==> config.mk <==
export PLATFORM = sky130hd
export DESIGN_NAME = tagger_cfg_master
export DESIGN_NICKNAME = d
export VERILOG_FILES = /design/src/rtl/tagger_cfg_master.sv
export SDC_FILE = /design/constraint.sdc
export NUM_CORES = 1
export LEC_CHECK = 0
export CORE_ASPECT_RATIO = 2
export CORE_UTILIZATION = 39
export DETAILED_ROUTE_END_ITERATION = 8
export GPL_ROUTABILITY_DRIVEN = 0
export PLACE_DENSITY = 0.77
export SLEW_MARGIN = 15
export SYNTH_ARGS = -nofsm -noshare
export SYNTH_HDL_FRONTEND = slang
export SYNTH_SLANG_ARGS = --single-unit
export TNS_END_PERCENT = 100
==> constraint.sdc <==
create_clock -name clk_i -period 2.7 [get_ports clk_i]
set_input_delay 0.54 -clock clk_i [delete_from_list [all_inputs] [get_ports clk_i]]
set_output_delay 0.54 -clock clk_i [all_outputs]
set_load 0.02 [all_outputs]
==> src/rtl/tagger_cfg_master.sv <==
// Register-bus initiator that programs the tagger partition registers.
// On start_i (idle only) the partition table is captured into shadow registers, then the
// block writes every pat_addr entry, the packed patid registers, the packed addr_conf
// registers and pat_commit=1. It then polls pat_commit until the tagger clears bit 0.
// Ports:
//   clk_i, rst_i       clock, asynchronous active-high reset
//   start_i            start request, taken only while busy_o=0
//   pat_addr_i         per-partition word address
//   patid_i            per-partition patid
//   conf_i             per-partition conf
//   busy_o             sequence in progress
//   done_o             one-cycle end-of-sequence pulse
//   err_o              valid with done_o: bus error or poll timeout
//   reg_req_o          register request (addr, write, wdata, wstrb, valid)
//   reg_rsp_i          register response (rdata, error, ready)
module tagger_cfg_master #(
   parameter int unsigned MAXPARTITION = 2,
   parameter int unsigned PATID_LEN    = 8,
   parameter logic [31:0] BASE_ADDR    = 32'h0,
   parameter logic [31:0] OFS_COMMIT   = 32'h0,
   parameter logic [31:0] OFS_ADDR     = 32'h4,
   parameter logic [31:0] OFS_PATID    = 32'(32'h4 + 4 * MAXPARTITION),
   parameter logic [31:0] OFS_CONF     = 32'(OFS_PATID + 4 * ((MAXPARTITION + (32 / PATID_LEN)
                                             - 1) / (32 / PATID_LEN))),
   parameter int unsigned POLL_MAX     = 16,
   parameter type reg_req_t = struct packed {
      logic [31:0] addr;
      logic        write;
      logic [31:0] wdata;
      logic [3:0]  wstrb;
      logic        valid;
   },
   parameter type reg_rsp_t = struct packed {
      logic [31:0] rdata;
      logic        error;
      logic        ready;
   }
) (
   input  logic                                  clk_i,
   input  logic                                  rst_i,
   input  logic                                  start_i,
   input  logic [MAXPARTITION-1:0][31:0]         pat_addr_i,
   input  logic [MAXPARTITION-1:0][PATID_LEN-1:0] patid_i,
   input  logic [MAXPARTITION-1:0][1:0]          conf_i,
   output logic                                  busy_o,
   output logic                                  done_o,
   output logic                                  err_o,
   output reg_req_t                              reg_req_o,
   input  reg_rsp_t                              reg_rsp_i
);

   localparam int unsigned NUM_ENTRY_PER_REG = 32 / PATID_LEN;
   localparam int unsigned NUM_PATID_REG =
      (MAXPARTITION + NUM_ENTRY_PER_REG - 1) / NUM_ENTRY_PER_REG;
   localparam int unsigned NUM_CONF_REG = (MAXPARTITION + 15) / 16;
   // One counter serves every state; MAXPARTITION bounds the patid/conf register counts.
   localparam int unsigned CNT_MAX = (MAXPARTITION > POLL_MAX) ? MAXPARTITION : POLL_MAX;
   localparam int unsigned CNT_W   = (CNT_MAX > 1) ? $clog2(CNT_MAX) : 1;

   typedef enum logic [2:0] {
      StIdle, StWrAddr, StWrPatid, StWrConf, StWrCommit, StPoll, StFin
   } state_e;

   state_e                                state_q, state_d;
   logic [CNT_W-1:0]                      cnt_q, cnt_d;
   logic                                  err_q, err_d;
   logic [MAXPARTITION-1:0][31:0]         addr_q;
   logic [MAXPARTITION-1:0][PATID_LEN-1:0] patid_q;
   logic [MAXPARTITION-1:0][1:0]          conf_q;
   logic [NUM_PATID_REG-1:0][31:0]        patid_reg;
   logic [NUM_CONF_REG-1:0][31:0]         conf_reg;
   reg_req_t                              req;
   logic                                  fire;
   logic                                  last;
   logic                                  unused_rdata;

   assign unused_rdata = ^reg_rsp_i.rdata[31:1];

   // Pack the shadow table into the tagger register layout; unused bits stay zero.
   always_comb begin
      patid_reg = '0;
      conf_reg  = '0;
      for (int p = 0; p < MAXPARTITION; p++) begin
         patid_reg[p / NUM_ENTRY_PER_REG][(p % NUM_ENTRY_PER_REG) * PATID_LEN +: PATID_LEN] =
            patid_q[p];
         conf_reg[p / 16][(p % 16) * 2 +: 2] = conf_q[p];
      end
   end

   always_ff @(posedge clk_i or posedge rst_i) begin
      if (rst_i) begin
         state_q <= StIdle;
         cnt_q   <= '0;
         err_q   <= 1'b0;
         addr_q  <= '0;
         patid_q <= '0;
         conf_q  <= '0;
      end else begin
         state_q <= state_d;
         cnt_q   <= cnt_d;
         err_q   <= err_d;
         if (state_q == StIdle && start_i) begin
            addr_q  <= pat_addr_i;
            patid_q <= patid_i;
            conf_q  <= conf_i;
         end
      end
   end

   // Request fields depend only on state and counter, so they hold steady across stalls.
   always_comb begin
      req   = '0;
      last  = 1'b0;
      case (state_q)
         StWrAddr: begin
            req.valid = 1'b1;
            req.write = 1'b1;
            req.wstrb = 4'hF;
            req.addr  = BASE_ADDR + OFS_ADDR + (32'(cnt_q) << 2);
            for (int k = 0; k < MAXPARTITION; k++)
               if (cnt_q == CNT_W'(k)) req.wdata = addr_q[k];
            last = (cnt_q == CNT_W'(MAXPARTITION - 1));
         end
         StWrPatid: begin
            req.valid = 1'b1;
            req.write = 1'b1;
            req.wstrb = 4'hF;
            req.addr  = BASE_ADDR + OFS_PATID + (32'(cnt_q) << 2);
            for (int j = 0; j < NUM_PATID_REG; j++)
               if (cnt_q == CNT_W'(j)) req.wdata = patid_reg[j];
            last = (cnt_q == CNT_W'(NUM_PATID_REG - 1));
         end
         StWrConf: begin
            req.valid = 1'b1;
            req.write = 1'b1;
            req.wstrb = 4'hF;
            req.addr  = BASE_ADDR + OFS_CONF + (32'(cnt_q) << 2);
            for (int c = 0; c < NUM_CONF_REG; c++)
               if (cnt_q == CNT_W'(c)) req.wdata = conf_reg[c];
            last = (cnt_q == CNT_W'(NUM_CONF_REG - 1));
         end
         StWrCommit: begin
            req.valid = 1'b1;
            req.write = 1'b1;
            req.wstrb = 4'hF;
            req.addr  = BASE_ADDR + OFS_COMMIT;
            req.wdata = 32'h1;
            last      = 1'b1;
         end
         StPoll: begin
            req.valid = 1'b1;
            req.addr  = BASE_ADDR + OFS_COMMIT;
            last      = (cnt_q == CNT_W'(POLL_MAX - 1));
         end
         default: ;
      endcase
   end

   assign fire = req.valid && reg_rsp_i.ready;

   always_comb begin
      state_d = state_q;
      cnt_d   = cnt_q;
      err_d   = err_q;
      case (state_q)
         StIdle: begin
            if (start_i) begin
               state_d = StWrAddr;
               cnt_d   = '0;
               err_d   = 1'b0;
            end
         end
         StFin: state_d = StIdle;
         default: begin
            if (fire) begin
               cnt_d = cnt_q + 1'b1;
               if (reg_rsp_i.error) begin
                  state_d = StFin;
                  err_d   = 1'b1;
               end else if (state_q == StPoll) begin
                  // Commit cleared ends the poll; otherwise the last allowed read times out.
                  if (!reg_rsp_i.rdata[0]) begin
                     state_d = StFin;
                  end else if (last) begin
                     state_d = StFin;
                     err_d   = 1'b1;
                  end
               end else if (last) begin
                  cnt_d = '0;
                  case (state_q)
                     StWrAddr:  state_d = StWrPatid;
                     StWrPatid: state_d = StWrConf;
                     StWrConf:  state_d = StWrCommit;
                     default:   state_d = StPoll;
                  endcase
               end
            end
         end
      endcase
   end

   assign reg_req_o = req;
   assign busy_o    = (state_q != StIdle) && (state_q != StFin);
   assign done_o    = (state_q == StFin);
   assign err_o     = (state_q == StFin) && err_q;

endmodule

### After elaboration in Yosys (flattened, before gate mapping)

Index checks and enable logic that the tools add are counted.

| cells by class | value |
|---|---|
| add/sub/neg operators | 4 |
| eq/ne operators | 11 |
| multiplexer cells | 30 |
| bitwise logic cells | 1 |
| reductions and logical operators | 18 |

Operator list:

| kind | number |
|---|---|
| $pmux W37 S4 | 1 |
| $mux W32 | 2 |
| $mux W4 | 6 |
| $mux W3 | 7 |
| $pmux W7 S3 | 1 |
| $mux W16 | 1 |
| $reduce_bool A3 Y1 | 5 |
| $eq A3 B3 Y1 const B | 3 |
| $pmux W3 S3 | 1 |
| $pmux W4 S2 | 1 |
| $add A3 B6 Y7 const A | 1 |
| $add A4 B6 Y7 const A | 1 |
| $add A5 B6 Y7 const A | 1 |
| $mux W1 | 7 |
| $eq A3 B2 Y1 const B | 2 |
| $pmux W3 S2 | 1 |
| $reduce_and A6 Y1 | 1 |
| $ne A5 B3 Y1 const B | 1 |
| $reduce_bool A5 Y1 | 1 |
| $reduce_or A5 Y1 | 1 |
| $add A4 B1 Y4 const B | 1 |
| $eq A4 B1 Y1 const B | 1 |
| $eq A4 B4 Y1 const B | 1 |
| $logic_and A1 B1 Y1 | 4 |
| other kinds (12) | 12 |

| word-level totals | value |
|---|---|
| register bits after elaboration | 92 |
| bits of input ports | 121 |
| logic and storage cells | 73 |

### Depth between registers and ports, before layout

Gate-level depths: netlist (run 1).

| logic depth | value |
|---|---|
| depth in word-level cells | 9 |
| gate-level depth with buffers | 10 |
| depth with buffers taken out | 9 |

### Worst setup path after synthesis (run 1)

OpenSTA, ideal clock, no wires.

| path | value |
|---|---|
| path kind | flip-flop to output port |
| start | register state_q[0] |
| end | output port reg_req_o[43] (netlist name) |
| arrival | 2048 ps |
| required time | 2160 ps |
| path slack | 112 ps |
| stages on the path, launching flop included | 11 |
| cells stage by stage | dfrtp_1 -> clkbuf_1 -> nor2_1 -> nand2_1 -> inv_1 -> ha_1 -> a21oi_1 -> nor2_1 -> xnor2_1 -> o211ai_1 -> a21oi_1 |

RTL lines:

| item | RTL line | RTL |
|---|---|---|
| start, declared | 64 | `state_e state_q, state_d;` |
| start signal, assigned | 92 | `state_q <= StIdle;` |
| start signal, assigned | 99 | `state_q <= state_d;` |
| end, declared | 48 | `output reg_req_t reg_req_o,` |

==> impl_metrics.py, run 1 <==
metrics = {
    "place": {
        "dp_hpwl_um": 8960,
        "dpl_cell_area_mm2": 0.00629,
        "portBuffers": 135,
    },
    "global_route": {
        "grt_pass1_wl_um": 19300,
        "grt_overflow": 0,
        "grt_pass1_vias": 4021,
        "antenna_found_initial": 0,
        "grt_max_degree": 68,
        "grt_use_total": 0.204,
    },
    "floorplanning": {
        "fp.dieArea_mm2": 0.0125,
        "rows": 56,
        "start_util": 0.401,
        "io_pins": 194,
        "die_h_um": 157,
        "core_mm2": 0.0117,
        "die_width_um": 79.6,
    },
    "clock_network": {
        "clockBufferDepth": 2,
        "clk_pin_slew_worst_paths_ns": 0.07,
        "cts_tree": "yes",
        "cts-root-buf": "clkbuf_16",
        "h-tree-depth": 3,
        "clock-sinks": 92,
        "cts_made_buffers": 9,
        "worstSkewPairLatency_ns": 0.34,
    },
    "timing": {
        "maxSlewViolCount": 0,
        "clock_skew_ns": 0.00688,
        "tns_ns": 0,
        "timing_hold_violations_final": 0,
        "setup_viol": 0,
        "fin_crit_ns": 2.67,
        "holdWs_ns": 0.486,
        "fin_crit_sh": 0.988,
        "rsz0062_at_grt": "true",
        "fmax_mhz": 375,
    },
    "worst_setup_path": {
        "startpoint": "state_q[2]",
        "worstSetupPathType": "reg -> out",
        "worstPathRequired_ns": 2.16,
        "reg2reg_from": "state_q[0]",
        "crit_fanout": 2,
        "arrival_ns": 2.13,
        "start_kind": "register",
        "crit_path_end_kind": "primary output",
    },
    "detailed_routing": {
        "dr.pass1.iters": 6,
        "wl_per_cell_um": 17.6,
        "route.vias.total": 3695,
        "drc": 0,
        "vias_per_cell": 5.32,
        "ant_nets": 0,
        "routed_wl_um": 12200,
        "drt_iter0_drc": 170,
    },
    "logic_synthesis": {
        "syn_inst": 393,
        "synth-seq-area-share": 0.490,
        "synthAdderAreaFrac": 0.0224,
        "ys_ff_latch": 92,
        "synth_top_family_by_area": "multiplexers",
        "synth_edf_count": 0,
        "synth_compound_area_frac": 0.119,
        "yosysWarnings": 0,
        "synthesis.area_mm2": 0.00470,
        "synth-xor-area-share": 0.00559,
        "yosys-mux-area-fraction": 0.213,
        "async_flop_share": 1.00,
        "synthSimpleGateAreaFrac": 0.0575,
        "avgSynthCellArea_um2": 12.0,
        "synthFlopType": "dfrtp_1",
        "synth.distinct_cells": 52,
    },
    "worst_hold_path": {
        "hold_class": "in -> async",
    },
    "power_and_ir_drop": {
        "p_per_area_mw_per_mm2": 983,
        "finalPower_mw": 6.43,
        "leakage_nw": 2.95,
        "ir_worst_vdd_uv": 680,
    },
    "final_layout": {
        "final_common_cell": "dfrtp_1",
        "drive_above_1_share": 0.313,
        "final_cell_mix": "dfrtp_1, clkdlybuf4s50_1, mux2_2",
        "nets": 672,
        "syn2layout_area_growth_pct": 39.3,
        "antenna-diode-count": 0,
        "fin_area_mm2": 0.00654,
    },
    "job": {
        "cap_violations": 0,
    },
    "run_status": {
        "status": "complete, no violations",
    },
}
-- critical path: stages (launching register included) --
cell,delay [ns]
dfrtp_1,0.39
nor2_2,0.14
nand2_2,0.10
inv_2,0.08
ha_1,0.22
a21oi_1,0.14
nor2_1,0.07
xnor2_1,0.23
o211ai_1,0.11
a21oi_1,0.16
buf_4,0.16
-- flip-flops by register name, summed over array words and instances, names as in the netlist --
name and count:
addr_q 64, patid_q 16, conf_q 4, state_q 3, err_q 1, cnt_q 4
-- what timing repair did --
action                     CTS  global route
pin swaps                    3             9
setup buffers                1             3
hold endpoints to repair     0             0
setup endpoints to repair   37            36
gates resized for setup    112            38
cloned                       0             1
hold buffers                 0             0
-- area by class of cell --
type	count	area (µm²)
fillers	1000	5160
flip-flops and latches	92	2300
multi-input cells	249	2110
repair buffers	169	1580
clock buffers	11	243
well taps	145	181
inverters	23	90.1
clock inverters	5	37.5
-- logic make-up (layout without fill, tap and decap cells) --
group / count (synthesis) / in the layout
flip-flops: 92 / 92
multiplexers: 89 / 89
buffers and inverters: 78 / 208
AO/OA/AOI/OAI: 71 / 71
AND/OR/NAND/NOR: 51 / 51
adder cells (fa/ha/maj): 8 / 8
XOR/XNOR: 3 / 3
other: 1 / 27
-- final timing paths --
check	to	slack [ns]	cells past startpoint
worst min register to register	conf_q[3]	0.49	1
max in group asynchronous	patid_q[2]	1.57	3
worst max register to register	state_q[1]	0.39	8
worst max-delay path	reg_req_o[43]	0.03	10
min in group clk_i	conf_q[3]	0.49	1
worst min-delay path	addr_q[63]	0.49	2
-- Yosys cell counts (3+ instances only) --
master    instances  share of area
mux2_2           74           0.18
nor3_1            8         0.0085
nor2b_1           5         0.0067
inv_1            23          0.018
buf_4            31          0.050
a22o_1           19          0.035
o21ai_0           8         0.0085
xnor2_1           3         0.0056
ha_1              6          0.016
nand2_1          12         0.0096
dfrtp_1          92           0.49
a222oi_1         12          0.026
mux2_1           15          0.036
a22oi_1           5         0.0080
buf_2            14          0.015
nor2_1           10         0.0080
a21oi_1           8         0.0085
clkbuf_1          9         0.0072
-- metrics by stage --
| stage | utilization | cells | setup WS, ns |
|---|---|---|---|
| detailed placement | 0.537 | 673 | -0.132 |
| finish | 0.559 | 694 | 0.0313 |
| global placement | 0.537 | 673 | -0.0753 |
| floorplan | - | 419 | 0.112 |
| global route | 0.559 | 694 | -0.0753 |
| CTS | 0.562 | 690 | -0.0825 |
-- metal layers --
| metal | vias to the layer above | global-route usage | wire (µm) |
|---|---|---|---|
| li1 | 1664 | - | - |
| met1 | 1826 | 0.202 | 4150 |
| met2 | 167 | 0.383 | 6930 |
| met3 | 38 | 0.0330 | 564 |
| met4 | 0 | 0.121 | 560 |
| met5 | - | 0 | 0 |
-- power by group --
group	leakage [nW]	total (mW)	switching [mW]	internal (mW)
sequential	1.11	2.43	0.362	2.07
clock	0.132	1.19	0.538	0.652
combinational	1.71	2.81	1.37	1.44
total	2.95	6.43	2.27	4.17
No activity file was read; power rests on OpenSTA's default activity.
==> inputs of run 2 (changes only) <==
Settings changed: CTS_CLUSTER_DIAMETER set to 80, PLACE_DENSITY 0.77 to unset, PLACE_DENSITY_LB_ADDON set to 0.15, TNS_END_PERCENT 100 to unset.
==> impl_metrics.py, run 2 (synthesis gave the netlist of run 1 again) <==
metrics = {
    "clock_network": {
        "worstSkewPairLatency_ns": 0.34,
        "h-tree-depth": 3,
        "cts_tree": "yes",
        "cts_made_buffers": 9,
        "clk_pin_slew_worst_paths_ns": 0.07,
        "cts-root-buf": "clkbuf_16",
        "clock-sinks": 92,
        "clockBufferDepth": 2,
        "hold_buffers": 0,
    },
    "final_layout": {
        "drive_above_1_share": 0.345,
        "final_common_cell": "clkdlybuf4s50_1",
        "largestRegisters": "addr_q: 64 flops, patid_q: 16 flops",
        "largest_reg_flops": 64,
        "regMostFlops": "addr_q",
        "fin_util": 0.575,
        "nets": 682,
        "final_cells": 705,
        "final_cell_mix": "clkdlybuf4s50_1, dfrtp_1, mux2_2",
        "syn2layout_area_growth_pct": 43.1,
        "nFillCells": 1001,
    },
    "timing": {
        "clock_skew_ns": 0.00415,
        "layout_setup_ws_ns": 0.0354,
        "timing_hold_violations_final": 0,
        "fmax_mhz": 375,
        "rsz0062_at_grt": "true",
        "fin_crit_sh": 0.987,
        "fin_crit_ns": 2.66,
        "holdWs_ns": 0.485,
        "relSlewSlack": 0.621,
        "setup_viol": 0,
        "maxSlewViolCount": 0,
        "tightest_slew_ns": 0.567,
    },
    "worst_setup_path": {
        "r2r_cells": 7,
        "crit_fanout": 3,
        "crit_path_cell_trace": "nor2_4 > nand2_2 > inv_2 > fa_2 > mux2_2 > a22oi_1 > nor2_1 > buf_2",
        "path_depth": 8,
        "cpPeakStageDelay_ns": 0.44,
        "critPathSlowestCell": "dfrtp_2",
        "crit_path_end_kind": "primary output",
        "arrival_ns": 2.12,
        "worstSetupPathType": "reg -> out",
        "cp_num_buf_inv": 2,
        "start_kind": "register",
        "critPathTopFamily": "flip-flops",
        "startpoint": "state_q[0]",
        "worstPathRequired_ns": 2.16,
        "reg2reg_from": "state_q[2]",
    },
    "floorplanning": {
        "start_util": 0.401,
        "fp.dieArea_mm2": 0.0125,
        "rows": 56,
        "io_pins": 194,
        "die_width_um": 79.6,
        "die_h_um": 157,
        "core_mm2": 0.0117,
    },
    "power_and_ir_drop": {
        "p_per_area_mw_per_mm2": 1010,
        "leakage_nw": 3.04,
        "ir_worst_vdd_uv": 750,
    },
    "detailed_routing": {
        "route.vias.total": 3712,
        "wl_per_cell_um": 17.9,
        "drc": 0,
        "routed_wl_um": 12600,
        "ant_nets": 0,
        "vias_per_cell": 5.27,
        "drt_iter0_drc": 168,
        "dr.pass1.iters": 5,
    },
    "worst_hold_path": {
        "hold_class": "reg -> reg",
        "hp-start": "conf_q[1]",
        "min_path_cells": 1,
    },
    "global_route": {
        "grt_pass1_wl_um": 19200,
        "grt_max_degree": 59,
        "grt_overflow": 0,
        "antenna_found_initial": 1,
        "grt_pass1_vias": 3781,
        "grt_use_total": 0.207,
    },
    "job": {
        "cap_violations": 0,
    },
    "place": {
        "dp_hpwl_um": 9090,
        "place_inst": 676,
        "portBuffers": 135,
        "dpl_worst_slack_ns": -0.0584,
    },
    "run_status": {
        "status": "complete, no violations",
    },
}
-- run 2: cell type report --
cell class                      instances  area, µm²  share of cell area
Clock buffer                           11        243              0.0361
Clock inverter                          5       60.1             0.00893
Inverter                               23       90.1              0.0134
Multi-Input combinational cell        249       2180               0.324
Timing Repair Buffer                  179       1660               0.248
Sequential cell                        92       2300               0.343
Tap cell                              145        181              0.0270
Antenna cell                            1       2.50            0.000372
-- run 2: repair_timing --
| item | CTS | global route |
|---|---|---|
| setup endpoints to repair | 35 | 35 |
| pin swaps | 3 | 10 |
| gates resized for setup | 129 | 44 |
| buffers inserted | 3 | 7 |
| cloned | 1 | 1 |
| hold endpoints to repair | 0 | 0 |
-- run 2: path summary, 6_finish.rpt --
kind / end / slack, ns
max in group asynchronous: state_q[0] / 1.43
worst max register to register: state_q[1] / 0.35
worst min-delay path: conf_q[1] / 0.49
min in group asynchronous: addr_q[63] / 0.59
worst min register to register: conf_q[1] / 0.49
worst max-delay path: reg_req_o[41] / 0.04
-- run 2: per-layer routing --
layer	track usage	vias up	part of all wire
met1	0.217	1873	0.35
met2	0.387	137	0.58
met5	0	-	0
met4	0.0918	0	0.025
met3	0.0371	17	0.052
li1	-	1685	-
-- run 2: through the flow --
stage | power, mW | setup TNS [ns] | cell area (µm²)
final | 6.80 | 0 | 6720
after floorplan | 4.30 | 0 | 4800
after global placement | 5.20 | -0.0959 | 6310
after CTS | 6.62 | -0.0554 | 6660
after detailed placement | 5.31 | -0.176 | 6310
after global routing | 7.22 | -0.107 | 6720
-- run 2: where the power goes --
group | internal (mW) | switching, mW | leakage [nW] | total [mW]
Clock | 0.747 | 0.540 | 0.146 | 1.29
Combinational | 1.64 | 1.43 | 1.79 | 3.07
Sequential | 2.07 | 0.370 | 1.10 | 2.44
Total | 4.46 | 2.34 | 3.04 | 6.80
==> inputs of run 3 (changes only) <==
Settings changed: ABC_AREA set to 1, GPL_TIMING_DRIVEN set to 0, SETUP_SLACK_MARGIN set to 0.05.
==> impl_metrics.py, run 3 <==
metrics = {
    "logic_synthesis": {
        "ys_ff_latch": 92,
        "avgSynthCellArea_um2": 7.77,
        "synth_commonest_cells": "nand2_1, dfrtp_1, inv_1",
        "synth-seq-area-share": 0.484,
        "synth_top_area_cell": "dfrtp_1",
        "synth_most_common_cell": "nand2_1",
        "synthFlopType": "dfrtp_1",
        "synth.distinct_cells": 34,
        "yosysWarnings": 0,
        "synth_edf_count": 0,
        "async_flop_share": 1.00,
        "syn_inst": 612,
        "synth.top_cell.area_share": 0.484,
        "ys_top_cells_by_area": "dfrtp_1, nand2_1, buf_4",
        "synthesis.area_mm2": 0.00476,
    },
    "timing": {
        "relSlewSlack": 0.513,
        "tightest_slew_ns": 0.730,
        "tns_ns": 0,
        "rsz0062_at_grt": "true",
        "fin_crit_ns": 2.58,
        "setup_viol": 0,
        "fin_crit_sh": 0.955,
        "timing_hold_violations_final": 0,
        "clock_skew_ns": 0.00555,
        "holdWs_ns": 0.473,
        "fmax_mhz": 388,
        "maxSlewViolCount": 0,
    },
    "floorplanning": {
        "fp.dieArea_mm2": 0.0127,
        "io_pins": 194,
        "start_util": 0.404,
        "die_h_um": 158,
        "rows": 56,
        "core_mm2": 0.0118,
        "die_width_um": 80.1,
    },
    "detailed_routing": {
        "wl_per_cell_um": 14.4,
        "ant_nets": 0,
        "drc": 0,
        "routed_wl_um": 13600,
        "drt_iter0_drc": 201,
        "dr.pass1.iters": 4,
        "route.vias.total": 4434,
        "vias_per_cell": 4.70,
    },
    "final_layout": {
        "fin_area_mm2": 0.00684,
        "largestRegisters": "addr_q: 64 flops, patid_q: 16 flops",
        "multi_input_area_mm2": 0.00205,
        "fin_util": 0.581,
        "drive_above_1_share": 0.195,
        "final_common_cell": "nand2_1",
        "layout.area.seq_mm2": 0.00231,
        "regMostFlops": "addr_q",
        "antenna-diode-count": 0,
        "final_cell_mix": "nand2_1, clkdlybuf4s50_1, dfrtp_1",
        "largest_reg_flops": 64,
        "nets": 921,
        "nFillCells": 1142,
        "syn2layout_area_growth_pct": 43.9,
    },
    "power_and_ir_drop": {
        "p_per_area_mw_per_mm2": 1060,
        "ir_worst_vdd_uv": 563,
        "leakage_nw": 3.49,
    },
    "worst_setup_path": {
        "crit_path_end_kind": "primary output",
        "cpPeakStageDelay_ns": 0.44,
        "start_kind": "register",
        "critPathTopFamily": "buffers and inverters",
        "crit_fanout": 10,
        "cp_num_buf_inv": 4,
        "worstPathRequired_ns": 2.16,
        "startpoint": "cnt_q[1]",
        "reg2reg_from": "cnt_q[1]",
        "crit_path_cell_trace": "inv_2 > ha_2 > nand2_1 > nor2_4 > buf_6 > buf_4 > nand2_1 > o21ai_1 > buf_4",
        "arrival_ns": 2.04,
        "critPathSlowestCell": "dfrtp_2",
        "worstSetupPathType": "reg -> out",
    },
    "global_route": {
        "grt_overflow": 0,
        "grt_pass1_wl_um": 21400,
        "grt_pass1_vias": 4423,
        "antenna_found_initial": 0,
        "grt_max_degree": 37,
        "grt_use_total": 0.227,
    },
    "clock_network": {
        "clock-sinks": 92,
        "h-tree-depth": 3,
        "cts-root-buf": "clkbuf_16",
        "hold_buffers": 0,
        "clockBufferDepth": 2,
        "cts_made_buffers": 9,
        "worstSkewPairLatency_ns": 0.34,
        "clk_pin_slew_worst_paths_ns": 0.07,
        "cts_tree": "yes",
    },
    "job": {
        "cap_violations": 0,
    },
    "place": {
        "portBuffers": 135,
        "dpl_cell_area_mm2": 0.00643,
        "dp_hpwl_um": 10300,
    },
    "run_status": {
        "status": "complete, no violations",
    },
    "worst_hold_path": {
        "hold_class": "reg -> reg",
        "hp-start": "addr_q[48]",
    },
}
==> run 3: logic make-up (layout without fill, tap and decap cells) <==
family / after synthesis / after routing / synth area share
other: 1 / 27 / 0.000789
AOI/OAI and AO/OA: 69 / 69 / 0.0837
adders and majority gates: 7 / 7 / 0.0200
DFF: 92 / 92 / 0.484
buffers and inverters: 105 / 265 / 0.119
xor gates and xnor gates: 2 / 2 / 0.00368
and+or+nand+nor: 336 / 336 / 0.289
==> run 3: layout make-up <==
class | count | share of cell area
plain buffers | 57 | 0.0634
clock buffers | 11 | 0.0340
clock inverters | 5 | 0.0157
inverters | 48 | 0.0287
multi-input cells | 441 | 0.300
flip-flops and latches | 92 | 0.337
well taps | 145 | 0.0265
repair buffers | 144 | 0.194
==> run 3: worst paths after layout <==
check | to | slack (ns) | depth (start not counted)
setup / recovery | reg_req_o[34] | 0.12 | 9
hold / removal | addr_q[48] | 0.47 | 2
setup reg to reg | state_q[0] | 0.89 | 12
hold reg to reg | addr_q[48] | 0.47 | 2
max in group asynchronous | cnt_q[1] | 1.41 | 3
min in group asynchronous | state_q[2] | 0.67 | 2
==> run 3: through the flow <==
stage / setup slack (ns) / total power [mW] / instances
floorplan: 0.232 / 4.46 / 638
global placement: -0.554 / 5.59 / 918
detailed placement: -0.547 / 5.70 / 920
CTS: 0.0125 / 7.21 / 939
global route: 0.0135 / 7.82 / 943
finish: 0.120 / 7.25 / 943
==> run 3: what timing repair did <==
action	CTS	global route
pin swaps	2	1
endpoints found under the setup margin	42	42
buffers inserted	3	4
gates resized for setup	151	52
endpoints found under the hold margin	0	0
gates cloned	0	0
==> run 3: worst min-delay path: cells and delay by family, from the launching register on <==
family        cells  cell delay, ns
simple gates      2            0.09
flops             1            0.34
==> run 3: where the power goes <==
part / internal [mW] / leakage (nW) / switching [mW] / total, mW
Combinational: 1.33 / 2.19 / 2.07 / 3.39
Clock: 0.913 / 0.165 / 0.534 / 1.45
Sequential: 2.04 / 1.14 / 0.376 / 2.41
Total: 4.28 / 3.49 / 2.98 / 7.25
==> run 3: routing by layer <==
| layer | vias up | track usage | part of all wire |
|---|---|---|---|
| met1 | 2065 | 0.249 | 0.37 |
| met3 | 19 | 0.0415 | 0.047 |
| li1 | 2212 | - | - |
| met5 | - | 0 | 0 |
| met2 | 138 | 0.425 | 0.56 |
| met4 | 0 | 0.0816 | 0.020 |
